### src/rtl/multicycle_ctrl_pkg.sv
// Shared control definitions: FSM state encoding, RV32 subset opcodes and PC source codes.
// Also used by the immediate decoder and datapath.
package ctrl_pkg;

    typedef enum logic [2:0] {
        ST_FETCH  = 3'd0,
        ST_DECODE = 3'd1,
        ST_EXEC   = 3'd2,
        ST_MEM    = 3'd3,
        ST_WB     = 3'd4
    } state_e;

    localparam logic [6:0] OP_R     = 7'b0110011;
    localparam logic [6:0] OP_ADUQ  = 7'b0001011;
    localparam logic [6:0] OP_ADDI  = 7'b0010011;
    localparam logic [6:0] OP_LUI   = 7'b0110111;
    localparam logic [6:0] OP_AUIPC = 7'b0010111;
    localparam logic [6:0] OP_JAL   = 7'b1101111;
    localparam logic [6:0] OP_JALR  = 7'b1100111;
    localparam logic [6:0] OP_LW    = 7'b0000011;
    localparam logic [6:0] OP_SW    = 7'b0100011;
    localparam logic [6:0] OP_BEQ   = 7'b1100011;

    localparam logic [1:0] PC_SRC_SEQ = 2'd0;  // PC + 4
    localparam logic [1:0] PC_SRC_REL = 2'd1;  // PC + imm
    localparam logic [1:0] PC_SRC_REG = 2'd2;  // rs1 + imm

    // Wide enough for any timeout limit up to 255 cycles.
    localparam int TIMER_W = 8;

    function automatic logic op_supported(input logic [6:0] op);
        case (op)
            OP_R, OP_ADUQ, OP_ADDI, OP_LUI, OP_AUIPC,
            OP_JAL, OP_JALR, OP_LW, OP_SW, OP_BEQ: return 1'b1;
            default:                               return 1'b0;
        endcase
    endfunction

    function automatic logic op_uses_imm(input logic [6:0] op);
        case (op)
            OP_ADDI, OP_LUI, OP_JALR, OP_LW, OP_SW: return 1'b1;
            default:                                return 1'b0;
        endcase
    endfunction

endpackage

### src/rtl/multicycle_ctrl_if.sv
// Instruction/data memory handshake bundle between the controller and the memory system.
interface multicycle_ctrl_if;
    logic [31:0] imem_rdata;
    logic        imem_valid;
    logic        imem_req;
    logic        dmem_ready;
    logic        mem_req;
    logic        mem_we;

    modport master (
        output imem_req, mem_req, mem_we,
        input  imem_rdata, imem_valid, dmem_ready
    );

    modport slave (
        input  imem_req, mem_req, mem_we,
        output imem_rdata, imem_valid, dmem_ready
    );
endinterface

### src/rtl/multicycle_ctrl_wait_timer.sv
// Memory wait counter: counts stalled cycles and flags the last one before a timeout.
module ctrl_wait_timer
    import ctrl_pkg::*;
#(
    parameter int LIMIT = 16
) (
    input  logic clk,
    input  logic rst_n,
    input  logic clr_i,
    input  logic inc_i,
    output logic expire_o
);

    logic [TIMER_W-1:0] count_q;
    logic [TIMER_W-1:0] count_d;

    always_comb begin
        count_d = count_q;
        if (clr_i) begin
            count_d = '0;
        end else if (inc_i) begin
            count_d = count_q + TIMER_W'(1);
        end
    end

    always_ff @(posedge clk or negedge rst_n) begin
        if (!rst_n) begin
            count_q <= '0;
        end else begin
            count_q <= count_d;
        end
    end

    assign expire_o = (count_q == TIMER_W'(LIMIT - 1));

endmodule

### src/rtl/multicycle_ctrl.sv
// Multi-cycle FETCH/DECODE/EXEC/MEM/WB sequencer: holds the IR, drives datapath strobes,
// handshakes with instruction/data memory and counts retired instructions.
module multicycle_ctrl
    import ctrl_pkg::*;
#(
    parameter int MEM_TIMEOUT = 16,
    parameter int CNT_W       = 32
) (
    input  logic               clk,
    input  logic               rst_n,
    multicycle_ctrl_if.master  mem_if,
    input  logic               alu_zero_i,
    output logic [31:0]        ir_o,
    output logic               imm_control_o,
    output logic               alu_src_imm_o,
    output logic               reg_write_o,
    output logic               pc_we_o,
    output logic [1:0]         pc_src_o,
    output logic               illegal_o,
    output logic               bus_err_o,
    output logic [CNT_W-1:0]   retired_o
);

    state_e             state_q, state_d;
    logic [31:0]        ir_q, ir_d;
    logic [CNT_W-1:0]   retired_q, retired_d;
    logic               started_q;

    logic [6:0]         opcode;
    logic               is_sw;
    logic               timer_inc;
    logic               timer_clr;
    logic               timer_expire;
    logic               imem_req;
    logic               mem_req;
    logic               mem_we;

    assign opcode = ir_q[6:0];
    assign is_sw  = (opcode == OP_SW);

    ctrl_wait_timer #(
        .LIMIT (MEM_TIMEOUT)
    ) u_wait_timer (
        .clk      (clk),
        .rst_n    (rst_n),
        .clr_i    (timer_clr),
        .inc_i    (timer_inc),
        .expire_o (timer_expire)
    );

    always_comb begin
        state_d       = state_q;
        ir_d          = ir_q;
        imem_req      = 1'b0;
        mem_req       = 1'b0;
        mem_we        = 1'b0;
        imm_control_o = 1'b0;
        alu_src_imm_o = 1'b0;
        reg_write_o   = 1'b0;
        pc_we_o       = 1'b0;
        pc_src_o      = PC_SRC_SEQ;
        illegal_o     = 1'b0;
        bus_err_o     = 1'b0;
        timer_inc     = 1'b0;

        case (state_q)
            ST_FETCH: begin
                // Held idle until the first edge after reset release.
                if (started_q) begin
                    imem_req = 1'b1;
                    if (mem_if.imem_valid) begin
                        ir_d    = mem_if.imem_rdata;
                        state_d = ST_DECODE;
                    end else begin
                        timer_inc = 1'b1;
                        bus_err_o = timer_expire;
                    end
                end
            end
            ST_DECODE: begin
                imm_control_o = 1'b1;
                if (!op_supported(opcode)) begin
                    illegal_o = 1'b1;
                    pc_we_o   = 1'b1;
                    state_d   = ST_FETCH;
                end else begin
                    state_d = ST_EXEC;
                end
            end
            ST_EXEC: begin
                imm_control_o = 1'b1;
                alu_src_imm_o = op_uses_imm(opcode);
                state_d       = ST_FETCH;
                case (opcode)
                    OP_R, OP_ADUQ, OP_ADDI, OP_LUI, OP_AUIPC: begin
                        reg_write_o = 1'b1;
                        pc_we_o     = 1'b1;
                    end
                    OP_BEQ: begin
                        pc_we_o  = 1'b1;
                        pc_src_o = alu_zero_i ? PC_SRC_REL : PC_SRC_SEQ;
                    end
                    OP_JAL: begin
                        reg_write_o = 1'b1;
                        pc_we_o     = 1'b1;
                        pc_src_o    = PC_SRC_REL;
                    end
                    OP_JALR: begin
                        reg_write_o = 1'b1;
                        pc_we_o     = 1'b1;
                        pc_src_o    = PC_SRC_REG;
                    end
                    OP_LW, OP_SW: state_d = ST_MEM;
                    default:      state_d = ST_FETCH;
                endcase
            end
            ST_MEM: begin
                mem_req = 1'b1;
                mem_we  = is_sw;
                // A completion landing on the timeout cycle still counts as success.
                if (mem_if.dmem_ready) begin
                    if (is_sw) begin
                        pc_we_o = 1'b1;
                        state_d = ST_FETCH;
                    end else begin
                        state_d = ST_WB;
                    end
                end else begin
                    timer_inc = 1'b1;
                    if (timer_expire) begin
                        bus_err_o = 1'b1;
                        pc_we_o   = 1'b1;
                        state_d   = ST_FETCH;
                    end
                end
            end
            ST_WB: begin
                reg_write_o = 1'b1;
                pc_we_o     = 1'b1;
                state_d     = ST_FETCH;
            end
            default: state_d = ST_FETCH;
        endcase

        timer_clr = (state_d != state_q) || bus_err_o;
        retired_d = retired_q;
        if (pc_we_o && !illegal_o && !bus_err_o) begin
            retired_d = retired_q + CNT_W'(1);
        end
    end

    always_ff @(posedge clk or negedge rst_n) begin
        if (!rst_n) begin
            state_q   <= ST_FETCH;
            ir_q      <= '0;
            retired_q <= '0;
            started_q <= 1'b0;
        end else begin
            state_q   <= state_d;
            ir_q      <= ir_d;
            retired_q <= retired_d;
            started_q <= 1'b1;
        end
    end

    assign mem_if.imem_req = imem_req;
    assign mem_if.mem_req  = mem_req;
    assign mem_if.mem_we   = mem_we;
    assign ir_o            = ir_q;
    assign retired_o       = retired_q;

endmodule

### src/flat_wrapper.sv
// flat-port wrapper written by rule: the top's interface ports become plain ports
module multicycle_ctrl_flat import ctrl_pkg::*;
#(
    parameter int MEM_TIMEOUT = 16,
    parameter int CNT_W       = 32
)
  (clk, rst_n, alu_zero_i, ir_o, imm_control_o, alu_src_imm_o, reg_write_o, pc_we_o, pc_src_o, illegal_o, bus_err_o, retired_o, mem_if_imem_req, mem_if_mem_req, mem_if_mem_we, mem_if_imem_rdata, mem_if_imem_valid, mem_if_dmem_ready);
  multicycle_ctrl_if mem_if_i ();
  input  logic clk;
  input  logic rst_n;
  input  logic alu_zero_i;
  output logic [31:0] ir_o;
  output logic imm_control_o;
  output logic alu_src_imm_o;
  output logic reg_write_o;
  output logic pc_we_o;
  output logic [1:0] pc_src_o;
  output logic illegal_o;
  output logic bus_err_o;
  output logic [CNT_W-1:0] retired_o;
  output wire logic [$bits(mem_if_i.imem_req)-1:0] mem_if_imem_req;
  output wire logic [$bits(mem_if_i.mem_req)-1:0] mem_if_mem_req;
  output wire logic [$bits(mem_if_i.mem_we)-1:0] mem_if_mem_we;
  input wire logic [$bits(mem_if_i.imem_rdata)-1:0] mem_if_imem_rdata;
  input wire logic [$bits(mem_if_i.imem_valid)-1:0] mem_if_imem_valid;
  input wire logic [$bits(mem_if_i.dmem_ready)-1:0] mem_if_dmem_ready;
  assign mem_if_imem_req = mem_if_i.imem_req;
  assign mem_if_mem_req = mem_if_i.mem_req;
  assign mem_if_mem_we = mem_if_i.mem_we;
  assign mem_if_i.imem_rdata = mem_if_imem_rdata;
  assign mem_if_i.imem_valid = mem_if_imem_valid;
  assign mem_if_i.dmem_ready = mem_if_dmem_ready;
  multicycle_ctrl #(.MEM_TIMEOUT(MEM_TIMEOUT), .CNT_W(CNT_W)) u_core (.clk(clk), .rst_n(rst_n), .mem_if(mem_if_i), .alu_zero_i(alu_zero_i), .ir_o(ir_o), .imm_control_o(imm_control_o), .alu_src_imm_o(alu_src_imm_o), .reg_write_o(reg_write_o), .pc_we_o(pc_we_o), .pc_src_o(pc_src_o), .illegal_o(illegal_o), .bus_err_o(bus_err_o), .retired_o(retired_o));
endmodule
### config.mk
export PLATFORM = sky130hd
export DESIGN_NAME = multicycle_ctrl_flat
export DESIGN_NICKNAME = d
export VERILOG_FILES = /design/src/rtl/multicycle_ctrl_pkg.sv /design/src/rtl/multicycle_ctrl_if.sv /design/src/rtl/multicycle_ctrl_wait_timer.sv /design/src/rtl/multicycle_ctrl.sv /design/src/flat_wrapper.sv
export SDC_FILE = /design/constraint.sdc
export NUM_CORES = 1
export LEC_CHECK = 0
export CAP_MARGIN = 0
export CORE_ASPECT_RATIO = 2
export CORE_MARGIN = 2
export CORE_UTILIZATION = 45
export DETAILED_ROUTE_END_ITERATION = 16
export PLACE_DENSITY = 0.77
export SLEW_MARGIN = 25
export SYNTH_ARGS = -nofsm -noshare
export SYNTH_HDL_FRONTEND = slang
export SYNTH_SLANG_ARGS = --single-unit
export TNS_END_PERCENT = 100
### constraint.sdc
create_clock -name clk -period 4.95 [get_ports clk]
set_input_delay 0.7425 -clock clk [delete_from_list [all_inputs] [get_ports clk]]
set_output_delay 0.7425 -clock clk [all_outputs]
set_load 0.01 [all_outputs]
==> impl_metrics.ini <==
[cells_and_area]
postLayoutCellArea_mm2 = 0.00522
final_cells = 595
insertedDiodeCount = 0
fill_cells = 664
area_delta_synth_final_pct = 41.1
seqCellArea_mm2 = 0.00190
num-nets-final = 533
layout-drive-gt1-share_pct = 10.2
multiInputGateArea_mm2 = 0.00167

[pwr]
max_ir_drop_vdd_uv = 302
leakage_nw = 2.44
power.share.sequential_pct = 42.1
power.net_switching_mw = 0.413
share_clk_of_total_power_pct = 42.5
swShare_pct = 24.1
p_int_mw = 1.30
combinationalPowerShare_pct = 15.4
power-per-cell-area_mw_per_mm2 = 329

[die]
placement_rows = 46
io_pins = 112
floorplan.core_area_mm2 = 0.00794
die_height_um = 132
die-area_mm2 = 0.00901
chipWidth_um = 68.1
initial_utilization_pct = 46.6

[logic_synthesis]
async_flop_share_pct = 100
synth.distinct_cells = 51
number_of_enable_type_register_cells_in_the_synthesized_netlist = 0
ys_warn_count = 0
synth.top_cell.area_share_pct = 51.4
syn_area_mm2 = 0.00370
synth_ff_type = dfrtp_1
postSynthNetCount = 423
synthCells = 384
seq_area_frac_synth_pct = 51.4
syn-mean-instance-area_um2 = 9.64
synthTopCellsByArea = dfrtp_1 (51%), nand2_1 (12%), xor2_1 (6.9%), nor3_2 (3.5%), xnor2_1 (2.6%)
synth_top_area_cell = dfrtp_1
synth_seq_cells = 76

[detailed_routing]
starting_drt_drc_count = 219
routed_wire_length_per_instance_um = 14.8
detailroute.via_count = 3016
remaining_drc_errors = 0
avgViaCountPerCell = 5.07
ant_nets = 0
drt-total-wl_mm = 8.78
drt_first_pass_iters = 4

[sta]
final-hold-violation-count = 0
max_freq_mhz = 287
totalNegativeSetupSlack_ns = 0
timing.final.ws_setup_ns = 1.46
report.final.slew_viol_count = 0
whs_ns = 0.417
setup_viol = 0
worst_clock_skew_ns = 0.00549
min_period_over_period_pct = 70.4
unrepaired_setup_endpoints_after_global_routing = false
finalCriticalPeriod_ns = 3.49
worst_slew_margin_rel_pct = 40.2
worst_slew_pin_slew_ns = 0.891

[place]
dp_hpwl_mm = 6.46
pre_cts_slack_ns = 1.45
dp_cells = 579
gpl.final_weighted_congestion = 0.734
placed_cell_area_mm2 = 0.00488
buffer_ports.inserted = 111

[cts]
post_cts.resized_instances = 0
cts.hold.buffers_added = 0
clkLatencyLatePin_ns = 0.33
htree_levels = 3
cts_buffers = 9
worst_setup_hold_path_clk_slew_ns = 0.06
postCtsSetupBuffers = 0
cts_buffer_depth = 2
cts_tree = built
cts_num_sinks = 76
clock-root-buffer = clkbuf_16

[worst_setup_path]
timing.critical_path.mode_cell = clkdlybuf4s50_1
timing.critical_path.required_ns = 4.21
criticalPathCategory = input port to primary output
worstPathCellList = clkdlybuf4s50_1, or4b_4, a21oi_4, nand2_4, clkinv_2, clkdlybuf4s50_1
critical_path_slowest_stage_cell = clkdlybuf4s50_1
critPathLaunchType = input port
end_kind = primary output
worst-path-max-fanout = 8
timing.reg2reg.setup_slack_ns = 2.51
max_stage_delay_ns = 0.54
critical_path_arrival_ns = 2.74

[flow_run]
maxCapViolations = 0

[grt]
wire_length_of_the_first_global_routing_pass_mm = 14.8
grt_max_degree = 77
antenna_violations_before_repair = 0
global_route.overflow_total = 0
groute.usage.overall_pct = 21.4
number_of_global_route_vias_before_repair = 3186

[status]
outcome = finished clean

[min_path]
min-delay-path-class = input port to asynchronous set/reset pin
sequential cells by signal, indices dropped and copies added, names as in the netlist:
signal and flops:
u_core.state_q 3, u_core.ir_o 32, u_core.u_wait_timer.count_q 8, u_core.retired_o 32, u_core.started_q 1
logic make-up (layout without fill, tap and decap cells):
family	after synthesis	after routing	share of synthesized area, %
AND/OR/NAND/NOR	217	217	30.5
flip-flops	76	76	51.4
XOR/XNOR	40	40	9.47
buffers and inverters	30	145	3.65
AO/OA/AOI/OAI	16	16	3.65
adder cells (fa/ha/maj)	2	2	0.676
multiplexers	2	2	0.575
other	1	1	0.101
worst max-delay path: cells and delay by family:
family | cells | cell delay [ns]
AOI/OAI and AO/OA | 1 | 0.30
buffers and inverters | 3 | 1.07
and+or+nand+nor | 2 | 0.62
cell type report:
type,instances,area share (%)
multi-input combinational,278,32.0
tap,96,2.30
timing repair buffer,114,21.7
sequential,76,36.4
inverter,15,1.10
clock inverter,3,1.29
clock buffer,13,5.18
per-stage QoR:
| stage | power, mW | utilization (%) |
|---|---|---|
| 2_1_floorplan | 0.832 | - |
| 3_3_place_gp | 0.992 | 61.4 |
| 3_5_place_dp | 1.00 | 61.4 |
| 4_1_cts | 1.73 | 65.7 |
| 5_1_grt | 1.80 | 65.7 |
| 6_report | 1.72 | 65.7 |
worst paths after layout:
| kind | startpoint | end | cells after the start |
|---|---|---|---|
| worst max register to register | u_core.state_q[0]$_DFF_PN0_ | u_core.ir_o[2]$_DFFE_PN0P_ | 5 |
| min in group clk | u_core.ir_o[16]$_DFFE_PN0P_ | u_core.ir_o[16]$_DFFE_PN0P_ | 2 |
| worst max-delay path | mem_if_imem_valid | bus_err_o | 6 |
| worst min-delay path | rst_n | u_core.retired_o[21]$_DFFE_PN0P_ | 1 |
| max in group asynchronous | rst_n | u_core.u_wait_timer.count_q[3]$_DFFE_PN0P_ | 1 |
| worst min register to register | u_core.ir_o[16]$_DFFE_PN0P_ | u_core.ir_o[16]$_DFFE_PN0P_ | 2 |
power by group through the flow:
stage          sequential (mW)  clock (mW)  combinational (mW)
6_report                 0.722       0.730               0.265
4_1_cts                  0.723       0.741               0.270
3_5_place_dp             0.733           0               0.268
3_3_place_gp             0.730           0               0.263
2_1_floorplan            0.741           0              0.0907
5_1_grt                  0.731       0.774               0.294
cells in the mapped netlist, drive strengths merged, types with 6 or more instances:
cell type  number
and3            6
buf             8
clkbuf          7
dfrtp          76
inv            14
nand2         115
nand3          12
nand4           7
nor2           25
nor3           23
xnor2          11
xor2           29
routing by layer:
metal / vias to the layer above / track usage (%) / part of all wire (%)
met3: 13 / 7.09 / 7.3
met5: - / 0 / 0
met1: 1440 / 23.5 / 36
met4: 0 / 8.78 / 1.8
li1: 1474 / - / -
met2: 89 / 36.4 / 55
cell usage in the layout, fill, tap and decap left out, types with 2 or more instances in the layout:
master	count
a21oi_4	2
a31oi_1	2
and3_1	6
and3b_1	2
and4_1	4
buf_4	3
bufinv_16	2
clkbuf_16	9
clkbuf_8	3
clkdlybuf4s50_1	110
dfrtp_1	76
ha_1	2
inv_1	13
nand2_1	114
nand3_1	12
nand3b_1	2
nand4_1	6
nor2_1	24
nor2b_1	4
nor3_1	10
nor3_2	13
nor3b_1	3
nor4b_1	2
o21ai_0	4
o31ai_2	3
or2_2	2
xnor2_1	11
xor2_1	29
No activity file was read; power rests on OpenSTA's default activity.
